## config.mk

```make
export PLATFORM = sky130hd
export DESIGN_NAME = multiplier_flat
export DESIGN_NICKNAME = d
export VERILOG_FILES = /design/src/rtl/multiplier_if.sv /design/src/rtl/multiplier.sv /design/src/flat_wrapper.sv
export SDC_FILE = /design/constraint.sdc
export NUM_CORES = 1
export LEC_CHECK = 0
export BUFFER_PORTS_ARGS = -buffer_cell sky130_fd_sc_hd__buf_4
export CELL_PAD_IN_SITES_DETAIL_PLACEMENT = 1
export CELL_PAD_IN_SITES_GLOBAL_PLACEMENT = 2
export CORE_ASPECT_RATIO = 1.2
export CORE_MARGIN = 2
export CORE_UTILIZATION = 36
export DETAILED_ROUTE_END_ITERATION = 10
export GPL_TIMING_DRIVEN = 0
export PLACE_DENSITY = 0.85
export SLEW_MARGIN = 10
export SYNTH_ARGS = -nofsm -noshare
export SYNTH_HDL_FRONTEND = slang
export SYNTH_SLANG_ARGS = --single-unit
```

## constraint.sdc

```tcl
create_clock -name clk -period 8.35 [get_ports clk]
set_input_delay 0.4175 -clock clk [delete_from_list [all_inputs] [get_ports clk]]
set_output_delay 0.4175 -clock clk [all_outputs]
set_load 0.01 [all_outputs]
```

## src/rtl/multiplier_if.sv

```systemverilog
// -----------------------------------------------------------------------------
// multiplier_if
// Start/done handshake bundle between the control unit and the sequential
// 32x32 signed multiplier (same handshake as the divider).
//
// Signals:
//   a     [31:0] signed multiplicand, sampled on an accepted start
//   b     [31:0] signed multiplier, sampled on an accepted start
//   start        request a multiply (level-sampled each clock edge)
//   hi    [31:0] product bits [63:32], registered
//   lo    [31:0] product bits [31:0], registered
//   done         one-cycle pulse: hi/lo freshly valid
//   busy         high while an operation is in progress
//
// Modports:
//   master : control unit side (drives a/b/start, observes results)
//   slave  : multiplier side
// -----------------------------------------------------------------------------
interface multiplier_if;
  logic [31:0] a;
  logic [31:0] b;
  logic        start;
  logic [31:0] hi;
  logic [31:0] lo;
  logic        done;
  logic        busy;

  modport master (
    output a,
    output b,
    output start,
    input  hi,
    input  lo,
    input  done,
    input  busy
  );

  modport slave (
    input  a,
    input  b,
    input  start,
    output hi,
    output lo,
    output done,
    output busy
  );
endinterface

```

## src/rtl/multiplier.sv

```systemverilog
// -----------------------------------------------------------------------------
// multiplier
// Sequential 32x32 signed multiplier for the ALU HI/LO path. Radix-2 Booth,
// one step per clock, 32 steps. The 64-bit two's-complement product is
// written to hi (upper word) and lo (lower word) on the edge that performs
// the final step, together with a one-cycle done pulse.
//
// Ports:
//   clk    : system clock, all state updates on the rising edge
//   reset  : synchronous, active-high
//   bus    : multiplier_if.slave (a, b, start in; hi, lo, done, busy out)
//
// Timing: start sampled while idle on edge E0; steps on E1..E32; done=1 and
// hi/lo valid after E32; busy=1 after E0 through E31. A start presented in
// the done cycle is accepted immediately (FSM is already idle).
// -----------------------------------------------------------------------------
module multiplier (
  input  logic        clk,
  input  logic        reset,
  multiplier_if.slave bus
);

  typedef enum logic [0:0] {
    IDLE = 1'b0,
    RUN  = 1'b1
  } state_t;

  // Count value at which the current edge performs the 32nd (last) step.
  localparam logic [5:0] LAST_STEP = 6'd31;

  state_t      state;
  logic [32:0] m_reg;     // multiplicand, sign-extended to 33 bits
  logic [32:0] acc;       // Booth accumulator A
  logic [31:0] q_reg;     // multiplier / low product word Q
  logic        q_1;       // Booth history bit
  logic [5:0]  count;     // completed steps

  logic [65:0] step_vec;  // {A, Q, q_1} after one Booth step
  logic [32:0] acc_next;
  logic [31:0] q_next;
  logic        q_1_next;

  // Sign-extend a 32-bit operand to the 33-bit datapath width. The extra bit
  // keeps A +/- M from overflowing even for a = 0x80000000.
  function automatic logic [32:0] sign_extend33(input logic [31:0] value);
    return {value[31], value};
  endfunction

  // One radix-2 Booth step: conditional add/subtract of M selected by
  // {Q[0], q_1}, then arithmetic right shift of {A, Q, q_1} by one.
  function automatic logic [65:0] booth_step(
    input logic [32:0] acc_in,
    input logic [32:0] m_in,
    input logic [31:0] q_in,
    input logic        q_1_in
  );
    logic [32:0] sum;
    case ({q_in[0], q_1_in})
      2'b01:   sum = acc_in + m_in;
      2'b10:   sum = acc_in - m_in;
      default: sum = acc_in;
    endcase
    // Concatenating the sign bit in front and dropping the old q_1 is
    // exactly the one-bit arithmetic shift of the 66-bit {A, Q, q_1}.
    return {sum[32], sum, q_in};
  endfunction

  // Next-step datapath value, consumed only while running.
  always_comb begin
    step_vec = booth_step(acc, m_reg, q_reg, q_1);
    acc_next = step_vec[65:33];
    q_next   = step_vec[32:1];
    q_1_next = step_vec[0];
  end

  // Control FSM, datapath registers and registered outputs.
  always_ff @(posedge clk) begin
    if (reset) begin
      state    <= IDLE;
      m_reg    <= 33'd0;
      acc      <= 33'd0;
      q_reg    <= 32'd0;
      q_1      <= 1'b0;
      count    <= 6'd0;
      bus.hi   <= 32'd0;
      bus.lo   <= 32'd0;
      bus.done <= 1'b0;
      bus.busy <= 1'b0;
    end else begin
      case (state)
        IDLE: begin
          // done is a single-cycle pulse; it always drops on the edge after.
          bus.done <= 1'b0;
          if (bus.start) begin
            m_reg    <= sign_extend33(bus.a);
            acc      <= 33'd0;
            q_reg    <= bus.b;
            q_1      <= 1'b0;
            count    <= 6'd0;
            bus.busy <= 1'b1;
            state    <= RUN;
          end else begin
            bus.busy <= 1'b0;
            state    <= IDLE;
          end
        end

        RUN: begin
          // start is deliberately ignored here; operands were latched on E0.
          acc      <= acc_next;
          q_reg    <= q_next;
          q_1      <= q_1_next;
          count    <= count + 6'd1;
          if (count == LAST_STEP) begin
            // Product is {A[31:0], Q} after the final shift; A[32] only
            // duplicates the sign at this point.
            bus.hi   <= acc_next[31:0];
            bus.lo   <= q_next;
            bus.done <= 1'b1;
            bus.busy <= 1'b0;
            state    <= IDLE;
          end else begin
            bus.done <= 1'b0;
            bus.busy <= 1'b1;
            state    <= RUN;
          end
        end

        default: begin
          bus.done <= 1'b0;
          bus.busy <= 1'b0;
          state    <= IDLE;
        end
      endcase
    end
  end

endmodule

```

## src/flat_wrapper.sv

```systemverilog
// flat-port wrapper written by rule: the top's interface ports become plain ports
module multiplier_flat 
  (clk, reset, bus_a, bus_b, bus_start, bus_hi, bus_lo, bus_done, bus_busy);
  multiplier_if bus_i ();
  input  logic clk;
  input  logic reset;
  input wire logic [$bits(bus_i.a)-1:0] bus_a;
  input wire logic [$bits(bus_i.b)-1:0] bus_b;
  input wire logic [$bits(bus_i.start)-1:0] bus_start;
  output wire logic [$bits(bus_i.hi)-1:0] bus_hi;
  output wire logic [$bits(bus_i.lo)-1:0] bus_lo;
  output wire logic [$bits(bus_i.done)-1:0] bus_done;
  output wire logic [$bits(bus_i.busy)-1:0] bus_busy;
  assign bus_i.a = bus_a;
  assign bus_i.b = bus_b;
  assign bus_i.start = bus_start;
  assign bus_hi = bus_i.hi;
  assign bus_lo = bus_i.lo;
  assign bus_done = bus_i.done;
  assign bus_busy = bus_i.busy;
  multiplier u_core (.clk(clk), .reset(reset), .bus(bus_i));
endmodule
```

==> metrics list <==
- Setup_tns: 0 ps
- Along the worst path, the maximum fanout reaches 8.
- STA classifies the critical path endpoint as a flop.
- The floorplan step defined a core boundary enclosing 24,800 um^2.
- Global placement routability congestion: about 0.9
* Overall die width: approximately 150 um
- GR Overflow Total: 0
- Clock tree from TritonCTS: done
- In this run the tool buffered the top-level ports with 130 buffer cells.
- For this run, the number of Yosys warnings is 0.
* Crit Path Category: flop to flop
* Worst-case hold slack: 218 ps
- The detail route stage leaves a number of antenna-violating nets equal to 0.
- The synthesized design contains 0 enable-type register cells.
- The die covers approximately 27,000 um^2.
* Most used DFF post-synth: dfxtp_1
* Maximum clock rate: slightly above 200 MHz
- Synthesized area per cell: around 7.7 um^2
* Flop-to-flop setup slack: 3440 ps
* Leakage component of the power: between 4 and 5 nW
- Detailed-placement wirelength estimate: about 24 mm
- Series of cell instances along the critical path: or4_4, nor4_1, and3b_1, nand2_1, nor3_2, a21oi_1, xnor2_1, ha_1, a21oi_1, o21ai_1, a2111oi_0, or4_1, o311ai_0, nor3_1, a311oi_1
- The final hold violation count was 0.
* Final wirelength: ~32 mm
* Hold Buf Count CTS: 0
* Critical Path Most Common Cell: a21oi_1
- The worst path needs 4910 ps of the cycle, external delays included.
* Slowest library cell on the worst path: a2111oi_0
- Fraction of final layout cells with drive strength greater than 1: 13.0%
- Pin placement for this block handled ~130 I/O pins.
* Cell count after placement: 1,650
- Buffers inserted during clock tree synthesis total 17.
* Wire length of the first global-routing pass: approximately 50 mm
- STA puts the critical path data arrival time at ~5200 ps.
* Count of standard-cell rows: between 60 and 70
- Pre-Repair DR Iteration Count: 5
- At the worst endpoint, the required time is about 8600 ps.
- Worst setup SP type: flop
* Count of mapped cells out of synthesis: 1,195
- Floorplan die height: between 150 and 200 um
- Counting flops with an async set or reset pin after synthesis yields a share of 0%.
* Netlist cell types: 60
- The number of buffers and inverters on the critical path is 0.
- At the pin with the least slew margin, the transition time is 897 ps.
* Biggest area consumer among synthesized cells: dfxtp_1
* Worst VDD drop: 147 uV
- Leading cell types by total area after synthesis: dfxtp_1 37%, a21oi_1 10%, nand2_1 7.5%
* Post-CTS sizing: 0
- The count of cells in the finished layout, fillers not included, comes to 1,682.
- Tot Pwr: 2.13 mW
- For this block, the via count after detailed routing is roughly 9,000.
- Skew final: roughly 9.6 ps
* Number of diodes: 0
- After layout, the worst path uses around 59% of the clock period.
- Post-detailed-route DRC marker count: 0
* Clock root buffer: clkbuf_16
- Max H-tree Level: 4
- Setup repair after global routing left no endpoint under its margin.
* Post-synthesis to final-layout area growth: 21.6%
* Slew Limit Fails: 0
- Power Dens Cells: 191 nW/um^2
- Remaining max-slew budget at the tightest pin: roughly 40%
- The clock reaches the later pin of the worst-skew pair after 440 ps.
* Area fraction of the dominant cell type after synthesis: 37.0%
- Share of the yosys chip area belonging to registers: a little under two fifths
- Entering global routing, the biggest net connects 19 pins.
- The clock drives between 150 and 200 sinks.
- Global routing used between 20% and 30% of the available tracks.
* Initial cell density of the core: between 30% and 40%
* Final #Nets: between 1,000 and 1,500
* Total of endpoints with negative setup slack in the final report: 0
* Number of global-route vias before repair: 9,344
* Run status: completed
* Average wire length per cell after detail routing: 18.9 um
- Seq cells post-synth: ~170
- The number of antenna violations at the first check in global routing is 0.
- Cell area after synthesis: ~9200 um^2
- Broken down by cell family, the worst path's largest delay share belongs to simple AND/OR/NAND/NOR gates.
* Nets in the synthesized netlist: 1,298
- For this block, the initial DRC count from the detailed router was 419.
* Maximum capacitance violations: 0
* Max incr delay on CP: between 600 and 700 ps
- In the routed layout, each cell is associated on average with a via count of between 5 and 6.
- After clock tree synthesis, the clock-pin slew on the worst setup and hold paths is ~80 ps.
- The worst hold path belongs to the class input port to flop.
- Clock tree buffer depth: 2
- Fill cells in the final layout number 3,101.
- Most common cell after layout, fill and taps aside: a21oi_1
- After clock tree synthesis, the setup repair step added 0 buffers.
- In the layout the commonest cells are 186 x a21oi_1, 182 x nand2_1, 169 x dfxtp_1, 157 x nor2_1, 130 x buf_4.
## metrics by stage
step	setup WS (ps)	utilization [%]	area, um^2
final	3440	44.8	11100
after global routing	3140	44.8	11100
after CTS	3550	44.8	11100
after detailed placement	3600	42.4	10500
after global placement	3650	42.4	10500
after floorplan	4430	-	9150
## where the power goes
| part | internal, mW | switching, mW | total, mW |
|---|---|---|---|
| Combinational | 0.177 | 0.283 | 0.459 |
| Sequential | 0.832 | 0.0299 | 0.862 |
| Clock | 0.408 | 0.399 | 0.807 |
| Total | 1.42 | 0.712 | 2.13 |
## cell type report
| type | count | area, um^2 | share of cell area [%] |
|---|---|---|---|
| tap | 325 | 407 | 3.66 |
| multi-input combinational | 918 | 5360 | 48.2 |
| inverter | 25 | 93.8 | 0.844 |
| sequential | 169 | 3380 | 30.4 |
| timing repair buffer | 130 | 976 | 8.77 |
| clock inverter | 14 | 150 | 1.35 |
| clock buffer | 18 | 439 | 3.95 |
| buffer | 83 | 312 | 2.80 |
## final timing paths
path	startpoint	to	cells past startpoint
worst max register to register	u_core.m_reg[5]	u_core.acc[30]	15
worst min register to register	u_core.bus.lo[28]	u_core.bus.lo[28]	2
worst max-delay path	u_core.m_reg[5]	u_core.acc[30]	15
worst min-delay path	bus_a[27]	u_core.m_reg[27]	3
## cells in the mapped netlist, types with 5 or more instances
master / instances
nand2b_1: 12
xor2_1: 5
o21ai_0: 33
nor2_1: 157
dfxtp_1: 169
a311oi_1: 23
ha_1: 35
a21o_1: 15
a21oi_1: 186
and3_1: 5
nor2b_1: 7
mux2i_1: 42
nor3_1: 25
xnor2_1: 45
nand2_1: 182
a31oi_1: 8
nand4_1: 6
o211ai_1: 10
or3_1: 7
nand3_1: 13
clkbuf_1: 72
nor3b_1: 15
buf_1: 11
inv_1: 25
a211oi_1: 15
and2_1: 5
nand3b_1: 7
## kinds of logic after synthesis
group / count (synthesis) / share of synthesized area [%]
multiplexers: 45 / 4.96
adder cells (fa/ha/maj): 36 / 5.00
AND/OR/NAND/NOR: 459 / 22.3
flip-flops: 169 / 37.0
XOR/XNOR: 50 / 4.79
AO/OA/AOI/OAI: 328 / 21.5
buffers and inverters: 108 / 4.43
## metal layers
| metal | wire (um) | vias up | GRT usage, % | share of wire, % |
|---|---|---|---|---|
| li1 | - | 4472 | - | - |
| met1 | 13900 | 4412 | 29.3 | 44 |
| met2 | 15700 | 168 | 43.0 | 49 |
| met3 | 1210 | 62 | 4.12 | 3.8 |
| met4 | 1050 | 0 | 8.93 | 3.3 |
| met5 | 0 | - | 0 | 0 |
## tightest hold or removal path: cells and delay by family
family	cells	cell delay, ps
compound gates	1	50
buf+inv	1	110
simple gates	1	40
(Power assumes the default switching activity.)
